`src/rtl/adxl355_spi_regif.sv`:
```
// SPI mode-0 slave and ADXL355-style register file, all in the mems_clk domain.
// SPI pins are oversampled; frames decode into register reads/writes with address auto-increment.
module adxl355_spi_regif #(
    parameter int SYNC_STAGES = 2
) (
    input  logic        mems_clk,
    input  logic        rst_n,
    input  logic        sclk,
    input  logic        cs_n,
    input  logic        mosi,
    output logic        miso,
    input  logic        NVM_BUSY,
    input  logic        FIFO_OVR,
    input  logic        temp_valid,
    input  logic [11:0] temp_in,
    input  logic        xdata_valid,
    input  logic        ydata_valid,
    input  logic        zdata_valid,
    input  logic [19:0] xdata_in,
    input  logic [19:0] ydata_in,
    input  logic [19:0] zdata_in,
    input  logic [7:0]  fifo_data_in,
    input  logic [6:0]  FIFO_ENTRIES_in,
    output logic        fifo_rd_en,
    output logic [2:0]  HPF_CONER,
    output logic [3:0]  ODR_LPF,
    output logic        ACT_EN2,
    output logic        OVR_EN2,
    output logic        FULL_EN2,
    output logic        RDY_EN2,
    output logic        ACT_EN1,
    output logic        OVR_EN1,
    output logic        FULL_EN1,
    output logic        RDY_EN1,
    output logic [1:0]  range,
    output logic        DRDY_OFF,
    output logic        TEMP_OFF,
    output logic        STANDBY
);

    typedef enum logic [1:0] {IDLE, ADDR, WDATA, RDATA} state_t;

    localparam logic [6:0] RW_FIRST  = 7'h1E;
    localparam logic [6:0] RW_LAST   = 7'h2E;
    localparam logic [6:0] A_STATUS  = 7'h04;
    localparam logic [6:0] A_FIFO    = 7'h11;
    localparam logic [6:0] A_RESET   = 7'h2F;
    localparam int         RW_COUNT  = 17;

    function automatic logic [7:0] rw_default(input logic [4:0] idx);
        logic [7:0] val;
        case (idx)
            5'd11:   val = 8'h60;
            5'd14:   val = 8'h81;
            5'd15:   val = 8'h01;
            default: val = 8'h00;
        endcase
        return val;
    endfunction

    logic [SYNC_STAGES-1:0] sclk_sync, cs_sync, mosi_sync;
    logic       sclk_s, cs_s, mosi_s, sclk_prev;
    logic       sclk_rise, sclk_fall;

    state_t     state, state_next;
    logic [2:0] bit_cnt;
    logic [7:0] rx_sh, rx_byte, tx_sh;
    logic [6:0] addr, addr_next, load_addr;
    logic       byte_done, wr_en, tx_load, pop_req, tx_fifo;

    logic [7:0]  rw_regs [RW_COUNT];
    logic [4:0]  rd_idx, wr_idx;
    logic [7:0]  rd_data, status;
    logic [11:0] temp_reg;
    logic [19:0] x_reg, y_reg, z_reg;
    logic        data_rdy, fifo_full, status_load;

    assign sclk_s    = sclk_sync[SYNC_STAGES-1];
    assign cs_s      = cs_sync[SYNC_STAGES-1];
    assign mosi_s    = mosi_sync[SYNC_STAGES-1];
    assign sclk_rise = sclk_s & ~sclk_prev;
    assign sclk_fall = ~sclk_s & sclk_prev;

    assign rx_byte   = {rx_sh[6:0], mosi_s};
    assign byte_done = sclk_rise && (bit_cnt == 3'd7) && (state != IDLE) && !cs_s;
    // FIFO_DATA is a port, not a memory: bursts keep hitting it
    assign addr_next = (addr == A_FIFO) ? addr : addr + 7'd1;
    assign load_addr = (state == ADDR) ? rx_byte[7:1] : addr_next;
    assign rd_idx    = 5'(load_addr - RW_FIRST);
    assign wr_idx    = 5'(addr - RW_FIRST);

    assign fifo_full   = FIFO_ENTRIES_in >= rw_regs[11][6:0];
    assign status      = {3'b000, NVM_BUSY, 1'b0, FIFO_OVR, fifo_full, data_rdy};
    assign status_load = tx_load && (load_addr == A_STATUS);

    always_comb begin
        rd_data = 8'h00;
        case (load_addr)
            7'h00: rd_data = 8'hAD;
            7'h01: rd_data = 8'h1D;
            7'h02: rd_data = 8'hED;
            7'h03: rd_data = 8'h01;
            7'h04: rd_data = status;
            7'h05: rd_data = {1'b0, FIFO_ENTRIES_in};
            7'h06: rd_data = {4'h0, temp_reg[11:8]};
            7'h07: rd_data = temp_reg[7:0];
            7'h08: rd_data = x_reg[19:12];
            7'h09: rd_data = x_reg[11:4];
            7'h0A: rd_data = {x_reg[3:0], 4'h0};
            7'h0B: rd_data = y_reg[19:12];
            7'h0C: rd_data = y_reg[11:4];
            7'h0D: rd_data = {y_reg[3:0], 4'h0};
            7'h0E: rd_data = z_reg[19:12];
            7'h0F: rd_data = z_reg[11:4];
            7'h10: rd_data = {z_reg[3:0], 4'h0};
            7'h11: rd_data = fifo_data_in;
            default: begin
                if (load_addr >= RW_FIRST && load_addr <= RW_LAST)
                    rd_data = rw_regs[rd_idx];
            end
        endcase
    end

    always_ff @(posedge mems_clk) begin
        if (!rst_n) state <= IDLE;
        else        state <= state_next;
    end

    always_comb begin
        state_next = state;
        wr_en      = 1'b0;
        tx_load    = 1'b0;
        pop_req    = 1'b0;
        if (cs_s) begin
            state_next = IDLE;
        end else begin
            case (state)
                IDLE: state_next = ADDR;
                ADDR: begin
                    if (byte_done) begin
                        if (rx_byte[0]) begin
                            state_next = RDATA;
                            tx_load    = 1'b1;
                        end else begin
                            state_next = WDATA;
                        end
                    end
                end
                WDATA: wr_en = byte_done;
                RDATA: begin
                    tx_load = byte_done;
                    // pop once the host starts clocking a FIFO byte, so a prefetch
                    // that is never shifted out does not consume an entry
                    pop_req = sclk_rise && (bit_cnt == 3'd0) && tx_fifo;
                end
                default: state_next = IDLE;
            endcase
        end
    end

    always_ff @(posedge mems_clk) begin
        if (!rst_n) begin
            sclk_sync  <= '0;
            cs_sync    <= '1;
            mosi_sync  <= '0;
            sclk_prev  <= 1'b0;
            bit_cnt    <= 3'd0;
            rx_sh      <= 8'h00;
            tx_sh      <= 8'h00;
            addr       <= 7'h00;
            miso       <= 1'b0;
            tx_fifo    <= 1'b0;
            fifo_rd_en <= 1'b0;
        end else begin
            sclk_sync  <= {sclk_sync[SYNC_STAGES-2:0], sclk};
            cs_sync    <= {cs_sync[SYNC_STAGES-2:0], cs_n};
            mosi_sync  <= {mosi_sync[SYNC_STAGES-2:0], mosi};
            sclk_prev  <= sclk_s;
            fifo_rd_en <= pop_req;
            if (cs_s) begin
                bit_cnt <= 3'd0;
                rx_sh   <= 8'h00;
                miso    <= 1'b0;
                tx_fifo <= 1'b0;
            end else if (state != IDLE) begin
                if (sclk_rise) begin
                    rx_sh   <= rx_byte;
                    bit_cnt <= bit_cnt + 3'd1;
                end
                if (byte_done)
                    addr <= (state == ADDR) ? rx_byte[7:1] : addr_next;
                if (tx_load) begin
                    tx_sh   <= rd_data;
                    tx_fifo <= (load_addr == A_FIFO);
                end else if (sclk_fall && state == RDATA) begin
                    miso  <= tx_sh[7];
                    tx_sh <= {tx_sh[6:0], 1'b0};
                end
            end
        end
    end

    always_ff @(posedge mems_clk) begin
        if (!rst_n) begin
            for (int i = 0; i < RW_COUNT; i++) rw_regs[i] <= rw_default(5'(i));
        end else if (wr_en) begin
            if (addr == A_RESET && rx_byte == 8'h52) begin
                for (int i = 0; i < RW_COUNT; i++) rw_regs[i] <= rw_default(5'(i));
            end else if (addr >= RW_FIRST && addr <= RW_LAST) begin
                rw_regs[wr_idx] <= rx_byte;
            end
        end
    end

    always_ff @(posedge mems_clk) begin
        if (!rst_n) begin
            temp_reg <= '0;
            x_reg    <= '0;
            y_reg    <= '0;
            z_reg    <= '0;
            data_rdy <= 1'b0;
        end else begin
            if (temp_valid)  temp_reg <= temp_in;
            if (xdata_valid) x_reg    <= xdata_in;
            if (ydata_valid) y_reg    <= ydata_in;
            if (zdata_valid) z_reg    <= zdata_in;
            if (zdata_valid)      data_rdy <= 1'b1;
            else if (status_load) data_rdy <= 1'b0;
        end
    end

    assign {HPF_CONER, ODR_LPF} = rw_regs[10][6:0];
    assign {ACT_EN2, OVR_EN2, FULL_EN2, RDY_EN2,
            ACT_EN1, OVR_EN1, FULL_EN1, RDY_EN1} = rw_regs[12];
    assign range                        = rw_regs[14][1:0];
    assign {DRDY_OFF, TEMP_OFF, STANDBY} = rw_regs[15][2:0];

endmodule

```
`config.mk`:
```
export PLATFORM = sky130hd
export DESIGN_NAME = adxl355_spi_regif
export DESIGN_NICKNAME = d
export VERILOG_FILES = /design/src/rtl/adxl355_spi_regif.sv
export SDC_FILE = /design/constraint.sdc
export NUM_CORES = 1
export LEC_CHECK = 0
export ABC_AREA = 1
export ABC_CLOCK_PERIOD_IN_PS = 5400
export CORE_MARGIN = 1
export CORE_UTILIZATION = 55
export CTS_CLUSTER_SIZE = 40
export DETAILED_ROUTE_END_ITERATION = 10
export PLACE_DENSITY = 0.75
export SLEW_MARGIN = 40
export SYNTH_ARGS = -nofsm -noshare
export SYNTH_HDL_FRONTEND = slang
export SYNTH_SLANG_ARGS = --single-unit
export TNS_END_PERCENT = 5
```
`constraint.sdc`:
```
create_clock -name mems_clk -period 5.4 [get_ports mems_clk]
set_input_delay 1.08 -clock mems_clk [delete_from_list [all_inputs] [get_ports mems_clk]]
set_output_delay 1.08 -clock mems_clk [all_outputs]
set_load 0.02 [all_outputs]
```
==> metrics.json, run 1 <==
{
  "synthesis": {
    "syn_area_per_cell_um2": 8.088,
    "synth-adder-area-share_pct": 1.178,
    "synth-seq-cells": 366,
    "synth_top_family_by_area": "simple AND/OR/NAND/NOR gates",
    "synth_simple_gate_area_share_pct": 29.72,
    "synth_mux_area_share_pct": 0,
    "synth_compound_gate_area_share_pct": 5.113,
    "synth_fp_nets": 2348,
    "syn_inst": 2233,
    "yosysUniqueCellTypes": 40,
    "seq_area_frac_synth_pct": 54.76,
    "synth-xor-area-share_pct": 0.1386,
    "yosys_warnings": 0,
    "synth.cell_area_um2": 18060
  },
  "worst_setup_path": {
    "path_common_cell": "sky130_fd_sc_hd__nand2_1",
    "timing.reg2reg.worst_path_depth": 19,
    "max_stage_delay_ps": 630,
    "crit_path_start_kind": "register",
    "rr_startpoint": "addr[0]$_SDFFE_PN0P_",
    "critical_path.cell_chain": "ha_1, nand2_1, clkinv_2, nand3_4, nand2_1, nand3_1, nand2_4, buf_4, nand2_1, nand2_1, nand2_1, nand3_1, nand3_1, nand2_1, nand2_1, nand3_1, nand2_1, nand2_1, a21oi_1",
    "worstPathArrival_ps": 4270,
    "crit_path_top_delay_cell": "sky130_fd_sc_hd__nand2_4",
    "reg2reg_setup_slack_ps": 1550,
    "regToRegEndpoint": "tx_sh[7]$_SDFFE_PN0P_",
    "critPathKind": "reg -> reg",
    "worst-endpoint-required_ps": 5820,
    "critPathCaptureType": "register",
    "timing.critical_path.fanout_max": 40
  },
  "sta": {
    "rsz0062_at_grt": "false",
    "timing.final.hold_violations": 0,
    "final.period_utilization_pct": 71.36,
    "report.final.setup_viol": 0,
    "setup-tns-final_ps": 0,
    "measured_slew_at_the_worst_slew_check_pin_ps": 881.5,
    "report.final.slew_viol_count": 0,
    "min_period_ps": 3854,
    "skew_ps": 25.09,
    "max_slew_margin_pct": 40.87,
    "maximum_clock_rate_ghz": 0.2595
  },
  "routing": {
    "detail_route.drc_violations": 0,
    "vias_per_cell": 5.549,
    "route.final.wire_length_mm": 51.97,
    "wire_per_inst_um": 18.70,
    "drt.antenna.violating_nets": 0,
    "dr_total_vias": 15420,
    "drt_first_pass_iters": 8,
    "first_iter_violations": 1676
  },
  "clock_tree": {
    "tritoncts.num_buffers": 40,
    "cts_max_level": 2,
    "cts-hold-fix-buffers": 0,
    "clockRootBuffer": "sky130_fd_sc_hd__clkbuf_16",
    "path_clk_slew_ps": 60,
    "clock_sinks": 366,
    "clock_insertion_delay_at_the_later_pin_of_the_skew_report_ps": 550,
    "post-cts-setup-buffers": 0,
    "cts-root-to-sink-buffers": 3,
    "cts_repair_resize_count": 0,
    "tritoncts_clock_tree": "done"
  },
  "status": {
    "status": "finished, final reports clean"
  },
  "floorplanning": {
    "core.rowCount": 65,
    "area_of_the_die_um2": 33560,
    "floorplan.io_pins": 120,
    "die_width_um": 183.2,
    "floorplan.core_area_um2": 31960,
    "initial_core_util_pct": 56.50,
    "die_h_um": 183.2
  },
  "place": {
    "placed_cell_area_um2": 19470,
    "buffer_ports.inserted": 119,
    "dpl.hpwl_mm": 35.24,
    "place_congestion": 0.9577
  },
  "min_path": {
    "timing.hold.worst_path_depth": 2,
    "min-delay-path-class": "reg -> reg",
    "holdCritStartpoint": "mosi_sync[0]$_SDFF_PN0_",
    "worstHoldEndpoint": "mosi_sync[1]$_SDFF_PN0_"
  },
  "power_and_ir_drop": {
    "net-switching-power_mw": 1.383,
    "sw_frac_of_total_pct": 22.74,
    "worst_ir_drop_on_vdd_uv": 251.4,
    "p_int_mw": 4.698,
    "pwr-share-clk_pct": 42.9,
    "cellPowerDensity_nw_per_um2": 293.4,
    "p_leak_nw": 8.815,
    "power.share.sequential_pct": 51.2,
    "combinationalPowerShare_pct": 5.8
  },
  "global_routing": {
    "pin_count_of_the_biggest_net_entering_global_routing": 79,
    "grt_remaining_overflow": 0,
    "antenna_found_initial": 1,
    "grt.total_usage_pct": 30.73,
    "first_global_vias": 14400,
    "grt_first_pass_wirelength_mm": 79.13
  },
  "layout": {
    "layout.cell_area.non_filler_um2": 20720,
    "antenna_diode_count": 0,
    "fraction_of_layout_instances_using_a_drive_strength_above_1_pct": 6.655,
    "finalNetCount": 2428,
    "fraction_of_the_core_area_covered_by_cells_at_the_end_of_the_flow_pct": 64.84,
    "layout-area-overhead-vs-synth_pct": 14.76,
    "largest_register": "rw_regs",
    "largest_reg_flops": 256
  },
  "flow_run": {
    "max-cap-violations": 0
  }
}
-- metal layers --
| layer | vias to the layer above | wire length (um) | global-route usage [%] |
|---|---|---|---|
| li1 | 7245 | - | - |
| met1 | 7154 | 21700 | 42.86 |
| met2 | 865 | 22860 | 47.70 |
| met3 | 156 | 5578 | 6.156 |
| met4 | 2 | 1818 | 11.07 |
| met5 | - | 13 | 0 |
-- worst max path at each step --
stage                                               to  cells after the start             startpoint  slack, ps
final                            tx_sh[7]$_SDFFE_PN0P_                     19   addr[0]$_SDFFE_PN0P_       1550
after global routing             tx_sh[2]$_SDFFE_PN0P_                     19   addr[0]$_SDFFE_PN0P_       1290
after CTS                 rw_regs[12][1]$_SDFFCE_PN0P_                     11  rx_sh[6]$_SDFFE_PP0P_       1640
after detailed placement  rw_regs[12][3]$_SDFFCE_PN0P_                     11  rx_sh[6]$_SDFFE_PP0P_       1660
after global placement           tx_sh[1]$_SDFFE_PN0P_                     17   addr[0]$_SDFFE_PN0P_       1760
after floorplan                  tx_sh[6]$_SDFFE_PN0P_                     20   addr[0]$_SDFFE_PN0P_       2410
-- critical path: cells and delay by family, from the launching register on --
family,cells,cell delay [ps]
buf+inv,2,600
fa+ha+maj,1,240
compound gates,1,50
simple gates,15,2260
flops,1,550
-- through the flow --
step           std cells  total power [mW]  hold WS, ps  setup WS, ps
5_1_grt             2779             6.235        434.3          1290
6_report            2779             6.081        407.5          1546
2_1_floorplan       2233             3.357        390.5          2414
4_1_cts             2779             6.089        419.6          1644
3_5_place_dp        2706             3.519        401.3          1657
3_3_place_gp        2704             3.513        392.3          1758
-- power groups by stage --
stage          clock (mW)  sequential (mW)  combinational [mW]
6_report             2.61             3.12               0.354
5_1_grt              2.72             3.12               0.389
4_1_cts              2.62             3.11               0.350
3_5_place_dp            0             3.17               0.346
3_3_place_gp            0             3.17               0.343
2_1_floorplan           0             3.16               0.195
-- cell usage after synthesis, drive strengths merged --
| cell type | n | area (um2) |
|---|---|---|
| a211oi | 1 | 7.510 |
| nor4 | 1 | 6.260 |
| a21boi | 1 | 7.510 |
| a21oi | 37 | 196.4 |
| o21ai | 121 | 605.6 |
| clkbuf | 46 | 173.9 |
| nand4 | 22 | 137.6 |
| o21a | 7 | 52.55 |
| inv | 282 | 1059 |
| or2 | 3 | 18.77 |
| buf | 58 | 370.4 |
| nand2 | 656 | 2555 |
| dfxtp | 110 | 2202 |
| clkinv | 10 | 38.78 |
| xor2 | 2 | 25.03 |
| nand3 | 209 | 1096 |
| ha | 17 | 212.7 |
| o31ai | 1 | 7.510 |
| edfxtp | 256 | 7687 |
| nor2 | 380 | 1514 |
| nor3 | 8 | 40.04 |
| o2111ai | 2 | 23.77 |
| o211ai | 3 | 22.52 |
-- placed cells by master (no fill, tap or decap), types with 14 or more instances in the layout --
master	netlist	routed
sky130_fd_sc_hd__dfxtp_1	110	107
sky130_fd_sc_hd__inv_1	269	269
sky130_fd_sc_hd__ha_1	17	17
sky130_fd_sc_hd__a21oi_1	36	36
sky130_fd_sc_hd__buf_4	28	21
sky130_fd_sc_hd__nand4_1	22	22
sky130_fd_sc_hd__clkbuf_16	0	40
sky130_fd_sc_hd__nand3_1	202	202
sky130_fd_sc_hd__clkinv_1	9	14
sky130_fd_sc_hd__nand2_1	637	636
sky130_fd_sc_hd__edfxtp_1	256	256
sky130_fd_sc_hd__nor2_1	363	358
sky130_fd_sc_hd__o21ai_0	118	118
sky130_fd_sc_hd__clkdlybuf4s50_1	0	118
-- cell families after synthesis --
group                      after synthesis
xor gates and xnor gates                 2
AOI/OAI and AO/OA                      173
DFF                                    366
and+or+nand+nor                       1279
adders and majority gates               17
buffers and inverters                  396
-- final cells by class --
| class | instances | area (um2) |
|---|---|---|
| inverters | 292 | 1099 |
| repair buffers | 142 | 1399 |
| well taps | 435 | 544.3 |
| multi-input cells | 1471 | 6549 |
| clock buffers | 48 | 1041 |
| flip-flops and latches | 366 | 9893 |
| fillers | 2694 | 11240 |
| clock inverters | 25 | 200.2 |
(Power assumes the default switching activity.)
==> inputs of run 2 (changes only) <==
- ABC_CLOCK_PERIOD_IN_PS: 5400 -> 3600
- clock period: 5.4 -> 3.6 ns (I/O delays scaled with it)
==> run 2 against run 1 <==
  * Die area unchanged
  * Count of clock-buffer cells in the layout grew 1
  * Global-route usage increased by 0.68 points
  * Clock power increased by 56%
==> metrics.json, run 2 (same netlist as run 1, synthesis figures left out) <==
{
  "routing": {
    "vias_per_cell": {"value": 5.441, "change": "-2.0%"},
    "wire_per_inst": {"value": 18.56, "unit": "um", "change": "-0.73%"},
    "drt.antenna.violating_nets": {"value": 0, "change": "unchanged"},
    "dr_total_vias": {"value": 15300, "change": "-0.80%"},
    "detail_route.drc_violations": {"value": 0, "change": "unchanged"},
    "route.final.wire_length": {"value": 52.20, "unit": "mm", "change": "+0.45%"},
    "first_iter_violations": {"value": 1474, "change": "-12%"},
    "drt_first_pass_iters": {"value": 6, "change": "-2"}
  },
  "power_and_ir_drop": {
    "worst_ir_drop_on_vdd": {"value": 381.3, "unit": "uV", "change": "+52%"},
    "p_int": {"value": 7.233, "unit": "mW", "change": "+54%"},
    "combinationalPowerShare": {"value": 5.8, "unit": "%", "change": "about the same"},
    "pwr-share-clk": {"value": 43.9, "unit": "%", "change": "+1.0 points"},
    "cellPowerDensity": {"value": 442.3, "unit": "nW/um2", "change": "+51%"},
    "p_leak": {"value": 9.008, "unit": "nW", "change": "+2.2%"},
    "power.share.sequential": {"value": 50.3, "unit": "%", "change": "-0.9 points"},
    "net-switching-power": {"value": 2.061, "unit": "mW", "change": "+49%"},
    "sw_frac_of_total": {"value": 22.18, "unit": "%", "change": "-0.56 points"}
  },
  "layout": {
    "largest_register": "rw_regs",
    "largest_reg_flops": {"value": 256, "change": "unchanged"},
    "layout.cell_area.non_filler": {"value": 21020, "unit": "um2", "change": "+1.4%"},
    "layout_common_cells": "sky130_fd_sc_hd__nand2_1, sky130_fd_sc_hd__nor2_1, sky130_fd_sc_hd__inv_1",
    "antenna_diode_count": {"value": 0, "change": "unchanged"},
    "layout-area-overhead-vs-synth_pct": 16.36,
    "finish.cell_count_without_fillers": {"value": 2812, "change": "+1.2%"},
    "area.sequential": {"value": 9889, "unit": "um2", "change": "about the same"},
    "fill_cells": {"value": 2692, "change": "-0.074%"},
    "fraction_of_the_core_area_covered_by_cells_at_the_end_of_the_flow": {"value": 65.75, "unit": "%", "change": "+0.91 points"},
    "fraction_of_layout_instances_using_a_drive_strength_above_1": {"value": 7.741, "unit": "%", "change": "+1.1 points"},
    "finalNetCount": {"value": 2462, "change": "+1.4%"},
    "leading_cell_type_in_the_layout_fill_and_taps_excluded": "sky130_fd_sc_hd__nand2_1",
    "multiInputGateArea": {"value": 6541, "unit": "um2", "change": "-0.11%"}
  },
  "sta": {
    "min_period": {"value": 3266, "unit": "ps", "change": "-587.5 ps"},
    "maximum_clock_rate": {"value": 0.3062, "unit": "GHz", "change": "+18%"},
    "setup-tns-final": {"value": 0, "unit": "ps", "change": "unchanged"},
    "final.period_utilization": {"value": 90.73, "unit": "%", "change": "+19 points"},
    "timing.final.hold_violations": {"value": 0, "change": "unchanged"},
    "skew": {"value": 23.00, "unit": "ps", "change": "-2.089 ps"},
    "measured_slew_at_the_worst_slew_check_pin": {"value": 816.6, "unit": "ps", "change": "-64.89 ps"},
    "report.final.setup_viol": {"value": 0, "change": "unchanged"},
    "max_slew_margin": {"value": 45.19, "unit": "%", "change": "+4.3 points"},
    "report.final.slew_viol_count": {"value": 0, "change": "unchanged"},
    "rsz0062_at_grt": "false"
  },
  "global_routing": {
    "grt_first_pass_wirelength": {"value": 80.42, "unit": "mm", "change": "+1.6%"},
    "antenna_found_initial": {"value": 0, "change": "-1"},
    "pin_count_of_the_biggest_net_entering_global_routing": {"value": 95, "change": "+20%"},
    "first_global_vias": {"value": 14710, "change": "+2.1%"},
    "grt.total_usage": {"value": 31.40, "unit": "%", "change": "+0.68 points"},
    "grt_remaining_overflow": {"value": 0, "change": "unchanged"}
  },
  "clock_tree": {
    "clockRootBuffer": "sky130_fd_sc_hd__clkbuf_16",
    "cts_repair_resize_count": {"value": 0, "change": "unchanged"},
    "clock_sinks": {"value": 366, "change": "unchanged"},
    "post-cts-setup-buffers": {"value": 0, "change": "unchanged"},
    "cts-root-to-sink-buffers": {"value": 3, "change": "unchanged"},
    "path_clk_slew": {"value": 60, "unit": "ps", "change": "about the same"},
    "clock_insertion_delay_at_the_later_pin_of_the_skew_report": {"value": 540, "unit": "ps", "change": "about the same"},
    "tritoncts.num_buffers": {"value": 40, "change": "unchanged"},
    "tritoncts_clock_tree": "done",
    "cts-hold-fix-buffers": {"value": 0, "change": "unchanged"},
    "cts_max_level": {"value": 2, "change": "unchanged"}
  },
  "worst_setup_path": {
    "rr_startpoint": "addr[0]$_SDFFE_PN0P_",
    "critPathKind": "reg -> reg",
    "critPathLaunch": "addr[0]$_SDFFE_PN0P_",
    "crit_path_start_kind": "register",
    "worstPathArrival": {"value": 3670, "unit": "ps", "change": "-600 ps"},
    "worst-endpoint-required": {"value": 4010, "unit": "ps", "change": "-1810 ps"},
    "timing.critical_path.fanout_max": {"value": 49, "change": "+23%"},
    "critPathCaptureType": "register"
  },
  "flow_run": {
    "max-cap-violations": {"value": 0, "change": "unchanged"}
  },
  "place": {
    "placed_cell_area": {"value": 19710, "unit": "um2", "change": "+1.2%"},
    "instance_count_after_placement_with_tap_cells_included": {"value": 2740, "change": "+1.3%"},
    "place_congestion": {"value": 0.9887, "change": "+3.2%"},
    "buffer_ports.inserted": {"value": 119, "change": "unchanged"},
    "dpl.hpwl": {"value": 35.76, "unit": "mm", "change": "+1.5%"}
  },
  "floorplanning": {
    "floorplan.io_pins": {"value": 120, "change": "unchanged"},
    "die_width": {"value": 183.2, "unit": "um", "change": "unchanged"},
    "floorplan.core_area": {"value": 31960, "unit": "um2", "change": "unchanged"},
    "area_of_the_die": {"value": 33560, "unit": "um2", "change": "unchanged"},
    "die_h": {"value": 183.2, "unit": "um", "change": "unchanged"},
    "initial_core_util": {"value": 56.50, "unit": "%", "change": "unchanged"},
    "core.rowCount": {"value": 65, "change": "unchanged"}
  },
  "status": {
    "status": "finished, final reports clean"
  },
  "min_path": {
    "holdCritStartpoint": "cs_sync[0]$_SDFF_PN1_",
    "min-delay-path-class": "reg -> reg"
  }
}
-- run 2: per-layer routing --
layer,up-vias,global-route usage [%],part of all wire (%)
li1,7317,-,-
met1,7145,42.21,41
met2,730,50.48,46
met3,107,6.235,9.2
met4,0,11.60,3.1
met5,-,0,0
-- run 2: worst paths after layout --
kind,slack [ps],cells past startpoint,to
worst max-delay path,330,15,tx_sh[0]$_SDFFE_PN0P_
worst min-delay path,420,1,cs_sync[1]$_SDFF_PN1_
worst max register to register,330,15,tx_sh[0]$_SDFFE_PN0P_
worst min register to register,420,1,cs_sync[1]$_SDFF_PN1_
-- run 2: area by class of cell --
type                    count  area share, %
repair buffers            176          7.799
inverters                 292          5.221
clock inverters            23          1.119
well taps                 435          2.590
flip-flops and latches    366          47.06
multi-input cells        1471          31.13
clock buffers              49          5.085
-- run 2: through the flow --
stage	power [mW]	hold WS, ps	setup slack (ps)
floorplan	5.036	390.5	614.4
global placement	5.277	398.9	427.1
detailed placement	5.287	405.0	441.7
CTS	9.336	422.7	424.7
global route	9.564	443.0	129.9
finish	9.294	418.6	333.9
-- run 2: worst max-delay path, cell delays in order, from the launching register on --
cell and delay (ps):
sky130_fd_sc_hd__dfxtp_1 560, sky130_fd_sc_hd__inv_1 210, sky130_fd_sc_hd__ha_1 360, sky130_fd_sc_hd__nand2_1 70, sky130_fd_sc_hd__nand3_1 110, sky130_fd_sc_hd__nand2_4 240, sky130_fd_sc_hd__buf_4 580, sky130_fd_sc_hd__nand2_1 130
sky130_fd_sc_hd__nand3_1 140, sky130_fd_sc_hd__nand3_1 180, sky130_fd_sc_hd__nand2_1 180, sky130_fd_sc_hd__nand2_1 70, sky130_fd_sc_hd__nand3_1 80, sky130_fd_sc_hd__nand2_1 50, sky130_fd_sc_hd__nand2_1 70, sky130_fd_sc_hd__a21oi_1 70
-- run 2: power groups by stage --
| stage | clock network (mW) | registers (mW) | logic [mW] |
|---|---|---|---|
| floorplan | 0 | 4.74 | 0.292 |
| global placement | 0 | 4.76 | 0.521 |
| finish | 4.08 | 4.67 | 0.539 |
| detailed placement | 0 | 4.76 | 0.528 |
| CTS | 4.13 | 4.67 | 0.535 |
| global route | 4.29 | 4.68 | 0.594 |
